===== config.mk =====
export PLATFORM = sky130hd
export DESIGN_NAME = port_deframer
export DESIGN_NICKNAME = d
export VERILOG_FILES = /design/src/rtl/port_deframer.sv
export SDC_FILE = /design/constraint.sdc
export NUM_CORES = 1
export LEC_CHECK = 0
export ABC_AREA = 1
export CAP_MARGIN = 10
export CELL_PAD_IN_SITES_DETAIL_PLACEMENT = 1
export CELL_PAD_IN_SITES_GLOBAL_PLACEMENT = 2
export CORE_ASPECT_RATIO = 1.5
export CORE_MARGIN = 2
export CORE_UTILIZATION = 37
export CTS_BUF_LIST = sky130_fd_sc_hd__clkbuf_4 sky130_fd_sc_hd__clkbuf_8
export DETAILED_ROUTE_END_ITERATION = 16
export PLACE_DENSITY = 0.9
export SKIP_LAST_GASP = 1
export SLEW_MARGIN = 20
export SYNTH_ARGS = -nofsm -noshare
export SYNTH_HDL_FRONTEND = slang
export SYNTH_SLANG_ARGS = --single-unit

===== constraint.sdc =====
create_clock -name clk -period 10.65 [get_ports clk]
set_input_delay 1.065 -clock clk [delete_from_list [all_inputs] [get_ports clk]]
set_output_delay 1.065 -clock clk [all_outputs]
set_load 0.01 [all_outputs]

===== src/rtl/port_deframer.sv =====
// port_deframer
//   Consumer for one switch output port. Pops bytes from the port FIFO through
//   a 1-cycle-latency ready/read handshake into a 2-entry skid buffer, parses
//   the DA, SA, LEN, payload, FCS framing as bytes enter the buffer, and
//   streams them out with valid/ready backpressure. Reports per-packet status
//   when the FCS byte is accepted downstream.
// Ports
//   clk, reset                  clock, asynchronous active-high reset
//   ready / read / port_data    port FIFO side (data valid 1 cycle after read)
//   out_data/valid/ready        byte stream; out_sop on DA, out_eop on FCS
//   pkt_done, fcs_err           1-cycle status pulse and FCS mismatch flag
//   pkt_da, pkt_len             DA/LEN of last completed packet
//   pkt_count, err_count        saturating packet / FCS-error counters
module port_deframer #(
    parameter int DW    = 8,
    parameter int CNT_W = 16
) (
    input  logic             clk,
    input  logic             reset,
    input  logic             ready,
    output logic             read,
    input  logic [DW-1:0]    port_data,
    output logic [DW-1:0]    out_data,
    output logic             out_valid,
    input  logic             out_ready,
    output logic             out_sop,
    output logic             out_eop,
    output logic             pkt_done,
    output logic [DW-1:0]    pkt_da,
    output logic [DW-1:0]    pkt_len,
    output logic             fcs_err,
    output logic [CNT_W-1:0] pkt_count,
    output logic [CNT_W-1:0] err_count
);

    typedef enum logic [2:0] {S_DA, S_SA, S_LEN, S_PAY, S_FCS} state_t;

    state_t          r_state;
    state_t          w_state_nxt;
    logic [DW-1:0]   r_rem;
    logic [DW-1:0]   w_rem_nxt;
    logic [DW-1:0]   r_xor;
    logic [DW-1:0]   w_xor_nxt;
    logic [DW-1:0]   r_cur_da;
    logic [DW-1:0]   r_cur_len;
    logic [DW-1:0]   r_fin_da;
    logic [DW-1:0]   r_fin_len;
    logic            r_fin_err;

    // Skid buffer entries hold {sop, eop, data}; entry 0 is the head.
    logic [DW+1:0]   r_ent0;
    logic [DW+1:0]   r_ent1;
    logic [1:0]      r_cnt;
    logic            r_inflight;
    logic            w_push;
    logic            w_pop;
    logic [2:0]      w_level;
    logic [DW+1:0]   w_ent;

    assign out_valid = (r_cnt != 2'd0);
    assign out_sop   = r_ent0[DW+1];
    assign out_eop   = r_ent0[DW];
    assign out_data  = r_ent0[DW-1:0];

    assign w_push = r_inflight;
    assign w_pop  = out_valid & out_ready;
    assign w_ent  = {(r_state == S_DA), (r_state == S_FCS), port_data};

    // Occupancy after this edge's pop plus the byte already in flight. The
    // same-cycle pop is credited so a steady stream keeps 1 byte/cycle.
    assign w_level = {1'b0, r_cnt} + {2'b00, r_inflight} - {2'b00, w_pop};
    assign read    = ready & ~reset & (w_level <= 3'd1);

    always_ff @(posedge clk or posedge reset) begin
        if (reset) begin
            r_state <= S_DA;
            r_rem   <= '0;
            r_xor   <= '0;
        end else begin
            r_state <= w_state_nxt;
            r_rem   <= w_rem_nxt;
            r_xor   <= w_xor_nxt;
        end
    end

    always_comb begin
        w_state_nxt = r_state;
        w_rem_nxt   = r_rem;
        w_xor_nxt   = r_xor;
        if (w_push) begin
            w_xor_nxt = r_xor ^ port_data;
            unique case (r_state)
                S_DA: begin
                    w_xor_nxt   = port_data;
                    w_state_nxt = S_SA;
                end
                S_SA:  w_state_nxt = S_LEN;
                S_LEN: begin
                    w_rem_nxt   = port_data;
                    w_state_nxt = (port_data == '0) ? S_FCS : S_PAY;
                end
                S_PAY: begin
                    w_rem_nxt = r_rem - DW'(1);
                    if (r_rem == DW'(1)) w_state_nxt = S_FCS;
                end
                S_FCS:   w_state_nxt = S_DA;
                default: w_state_nxt = S_DA;
            endcase
        end
    end

    // Packet fields captured at parse time. A packet is at least 4 bytes and
    // the buffer holds 2, so the next FCS cannot be parsed before this one pops.
    always_ff @(posedge clk or posedge reset) begin
        if (reset) begin
            r_cur_da  <= '0;
            r_cur_len <= '0;
            r_fin_da  <= '0;
            r_fin_len <= '0;
            r_fin_err <= 1'b0;
        end else if (w_push) begin
            if (r_state == S_DA)  r_cur_da  <= port_data;
            if (r_state == S_LEN) r_cur_len <= port_data;
            if (r_state == S_FCS) begin
                r_fin_da  <= r_cur_da;
                r_fin_len <= r_cur_len;
                r_fin_err <= (r_xor != port_data);
            end
        end
    end

    always_ff @(posedge clk or posedge reset) begin
        if (reset) begin
            r_inflight <= 1'b0;
            r_cnt      <= 2'd0;
            r_ent0     <= '0;
            r_ent1     <= '0;
        end else begin
            r_inflight <= read;
            unique case ({w_push, w_pop})
                2'b10: begin
                    if (r_cnt == 2'd0) r_ent0 <= w_ent;
                    else               r_ent1 <= w_ent;
                    r_cnt <= r_cnt + 2'd1;
                end
                2'b01: begin
                    r_ent0 <= r_ent1;
                    r_cnt  <= r_cnt - 2'd1;
                end
                2'b11: begin
                    if (r_cnt == 2'd1) begin
                        r_ent0 <= w_ent;
                    end else begin
                        r_ent0 <= r_ent1;
                        r_ent1 <= w_ent;
                    end
                end
                default: ;
            endcase
        end
    end

    always_ff @(posedge clk or posedge reset) begin
        if (reset) begin
            pkt_done  <= 1'b0;
            fcs_err   <= 1'b0;
            pkt_da    <= '0;
            pkt_len   <= '0;
            pkt_count <= '0;
            err_count <= '0;
        end else begin
            pkt_done <= 1'b0;
            fcs_err  <= 1'b0;
            if (w_pop && out_eop) begin
                pkt_done <= 1'b1;
                fcs_err  <= r_fin_err;
                pkt_da   <= r_fin_da;
                pkt_len  <= r_fin_len;
                if (pkt_count != '1) pkt_count <= pkt_count + 1'b1;
                if (r_fin_err && (err_count != '1)) err_count <= err_count + 1'b1;
            end
        end
    end

endmodule


==> flow_summary.json <==
{
  "core_region_area_mm2": 0.0163,
  "numCtsBuffers": 17,
  "multiInputGateArea_mm2": 0.00255,
  "synth-adder-area-share_pct": 2.36,
  "yosysWarnings": 0,
  "cp.arrival_ps": 3680,
  "peakVddDrop_v": 0.000139,
  "viasPerCell": 4.97,
  "grt_use_total_pct": 19.7,
  "yosysTopAreaCellShare_pct": 50.8,
  "synth-edff-count": 0,
  "clockRootBuffer": "clkbuf_8",
  "fin_area_mm2": 0.00743,
  "min_period_ps": 4750,
  "clock_path_buffers": 2,
  "clock_latency_ps": 450,
  "post_dp_cell_area_mm2": 0.00707,
  "syn_area_mm2": 0.00615,
  "antenna_found_initial": 0,
  "cts-resized-gates": 0,
  "dr.pass1.iters": 4,
  "synth.distinct_cells": 30,
  "powerDensity_mw_per_mm2": 235,
  "utilization_pct": 45.7,
  "wl_per_cell_um": 15.1,
  "die_h_um": 162,
  "globalRouteOverflowTotal": 0,
  "post_cts_buffers": 0,
  "initial_core_util_pct": 37.8,
  "synth_area_leaders": "dfrtp_1, nand2_1, o21ai_0",
  "crit_path_top_delay_cell": "clkdlybuf4s50_1",
  "hpwl_um": 12100,
  "ys_ff_latch": 125,
  "synthMuxAreaShare_pct": 0,
  "drt_wl_total_um": 16100,
  "leakagePower_nw": 3.41,
  "yosysTopAreaCell": "dfrtp_1",
  "drv_cap": 0,
  "layout_commonest_cell": "nand2_1",
  "clk_pin_slew_ps": 70,
  "cpPeakStageDelay_ps": 570,
  "grt_max_degree": 66,
  "fin_crit_sh_pct": 44.6,
  "cp_max_fo": 4,
  "placementRows": 57,
  "grt_pass1_vias": 5761,
  "critPathLaunchType": "primary input",
  "finalSetupTns_ps": 0,
  "path_common_cell": "inv_1",
  "synth_top_family_by_area": "simple AND/OR/NAND/NOR gates",
  "crit_chain": "clkdlybuf4s50_1 > nand2_2 > inv_1 > ha_1 > inv_1 > ha_1 > inv_1 > fa_1 > nand3_1 > nor2_1 > clkdlybuf4s50_1",
  "slew_headroom_pct": 35.9,
  "grt_pass1_wl_um": 27300,
  "drive_gt1_share_pct": 6.25,
  "cts.sinks": 125,
  "setup_viol": 0,
  "finClkSkew_ps": 8.49,
  "synth-xor-area-share_pct": 3.56,
  "seqCellArea_mm2": 0.00313,
  "hold_buffers": 0,
  "synth_compound_area_share_pct": 10.8,
  "diodes": 0,
  "drcViolationCount": 0,
  "antenna_left": 0,
  "die_x_um": 109,
  "hp-class": "register to register",
  "htreeDepth": 4,
  "synth_nets": 796,
  "rsz0062_at_grt": "no",
  "syn_inst": 773,
  "ios": 74,
  "final_cell_mix": "nand2_1, dfrtp_1, o21ai_0",
  "die_area_mm2": 0.0177,
  "cts_tree": "done",
  "port-buffer-count": 73,
  "max_freq_mhz": 211,
  "syn_avg_cell_area_um2": 7.96,
  "globalplace.congestion": 0.861,
  "status": "completed",
  "nFillCells": 2030,
  "critPathKind": "primary input to output pin",
  "dominantRegCellSynth": "dfrtp_1",
  "syn_to_final_growth_pct": 20.8,
  "end_kind": "output pin",
  "ys_seq_area_share_pct": 50.8,
  "worst_slew_pin_slew_ps": 961,
  "drtIter0Drc": 169,
  "yosys.area_share.simple_pct": 24.7,
  "drv_slew": 0,
  "final_net_count": 875,
  "finalHoldViolations": 0,
  "critPathRequiredTime_ps": 9590,
  "synthArstFlopShare_pct": 100,
  "vias": 5322
}
[cells in the mapped netlist (3+ instances only)]
cell / number
a21oi_1: 5
buf_2: 3
buf_6: 4
clkbuf_1: 9
dfrtp_1: 125
ha_1: 10
inv_1: 89
inv_2: 4
nand2_1: 283
nand2_2: 4
nand3_1: 22
nand3b_1: 3
nand4_1: 9
nor2_1: 48
nor2_4: 3
o211ai_1: 11
o21ai_0: 91
o22ai_1: 11
xnor2_1: 19
xor2_1: 6
[worst max-delay path: cells and delay by family]
family / cells / cell delay, ps
adders and majority gates: 3 / 990
buffers and inverters: 5 / 1220
and+or+nand+nor: 3 / 400
[per-stage QoR]
stage               power [W]  setup slack (ps)  hold slack [ps]  cells
detailed placement    0.00138              5900              468   1039
floorplan             0.00112              5420              442    773
global placement      0.00133              6060              467   1039
finish                0.00175              5900              481   1070
global route          0.00189              5780              518   1070
CTS                   0.00178              5880              485   1070
[sequential cells by signal (all words and copies together) (netlist names), 8 cells and up]
signal	flops
r_xor	8
r_ent1	10
r_cur_da	8
r_fin_da	8
pkt_len	8
r_ent0	10
r_fin_len	8
r_rem	8
err_count	16
pkt_da	8
r_cur_len	8
pkt_count	16
[layout make-up]
type,instances,area share [%]
clock buffer,23,3.92
clock inverter,8,0.909
inverter,96,4.92
multi-input combinational,534,34.3
sequential,125,42.1
tap,206,3.47
timing repair buffer,78,10.3
[metal layers]
layer	wire length [um]	GRT usage, %	up-vias
li1	-	-	2595
met1	6470	21.9	2609
met2	8640	35.6	88
met3	469	3.93	30
met4	560	8.69	0
met5	0	0	-
[worst paths after layout]
kind	start	endpoint	slack, ps	cells past startpoint
setup / recovery	out_ready	read	5900	11
hold / removal	r_cur_da[0]	r_fin_da[0]	480	2
setup reg to reg	r_cnt[1]	r_ent0[1]	8090	11
hold reg to reg	r_cur_da[0]	r_fin_da[0]	480	2
max in group asynchronous	reset	r_ent1[2]	8570	3
min in group asynchronous	reset	r_ent0[7]	930	2
[power breakdown]
group / internal [W] / leakage [nW] / total (W) / switching [W]
Clock: 0.000203 / 0.193 / 0.000390 / 0.000187
Combinational: 0.000250 / 1.62 / 0.000598 / 0.000348
Sequential: 0.000637 / 1.59 / 0.000759 / 0.000122
Total: 0.00109 / 3.41 / 0.00175 / 0.000658
[logic make-up (layout without fill, tap and decap cells)]
| family | Yosys count | after routing |
|---|---|---|
| simple gates | 376 | 376 |
| flops | 125 | 125 |
| compound gates | 122 | 122 |
| buf+inv | 114 | 205 |
| xor+xnor | 25 | 25 |
| fa+ha+maj | 11 | 11 |
(Power assumes the default switching activity.)
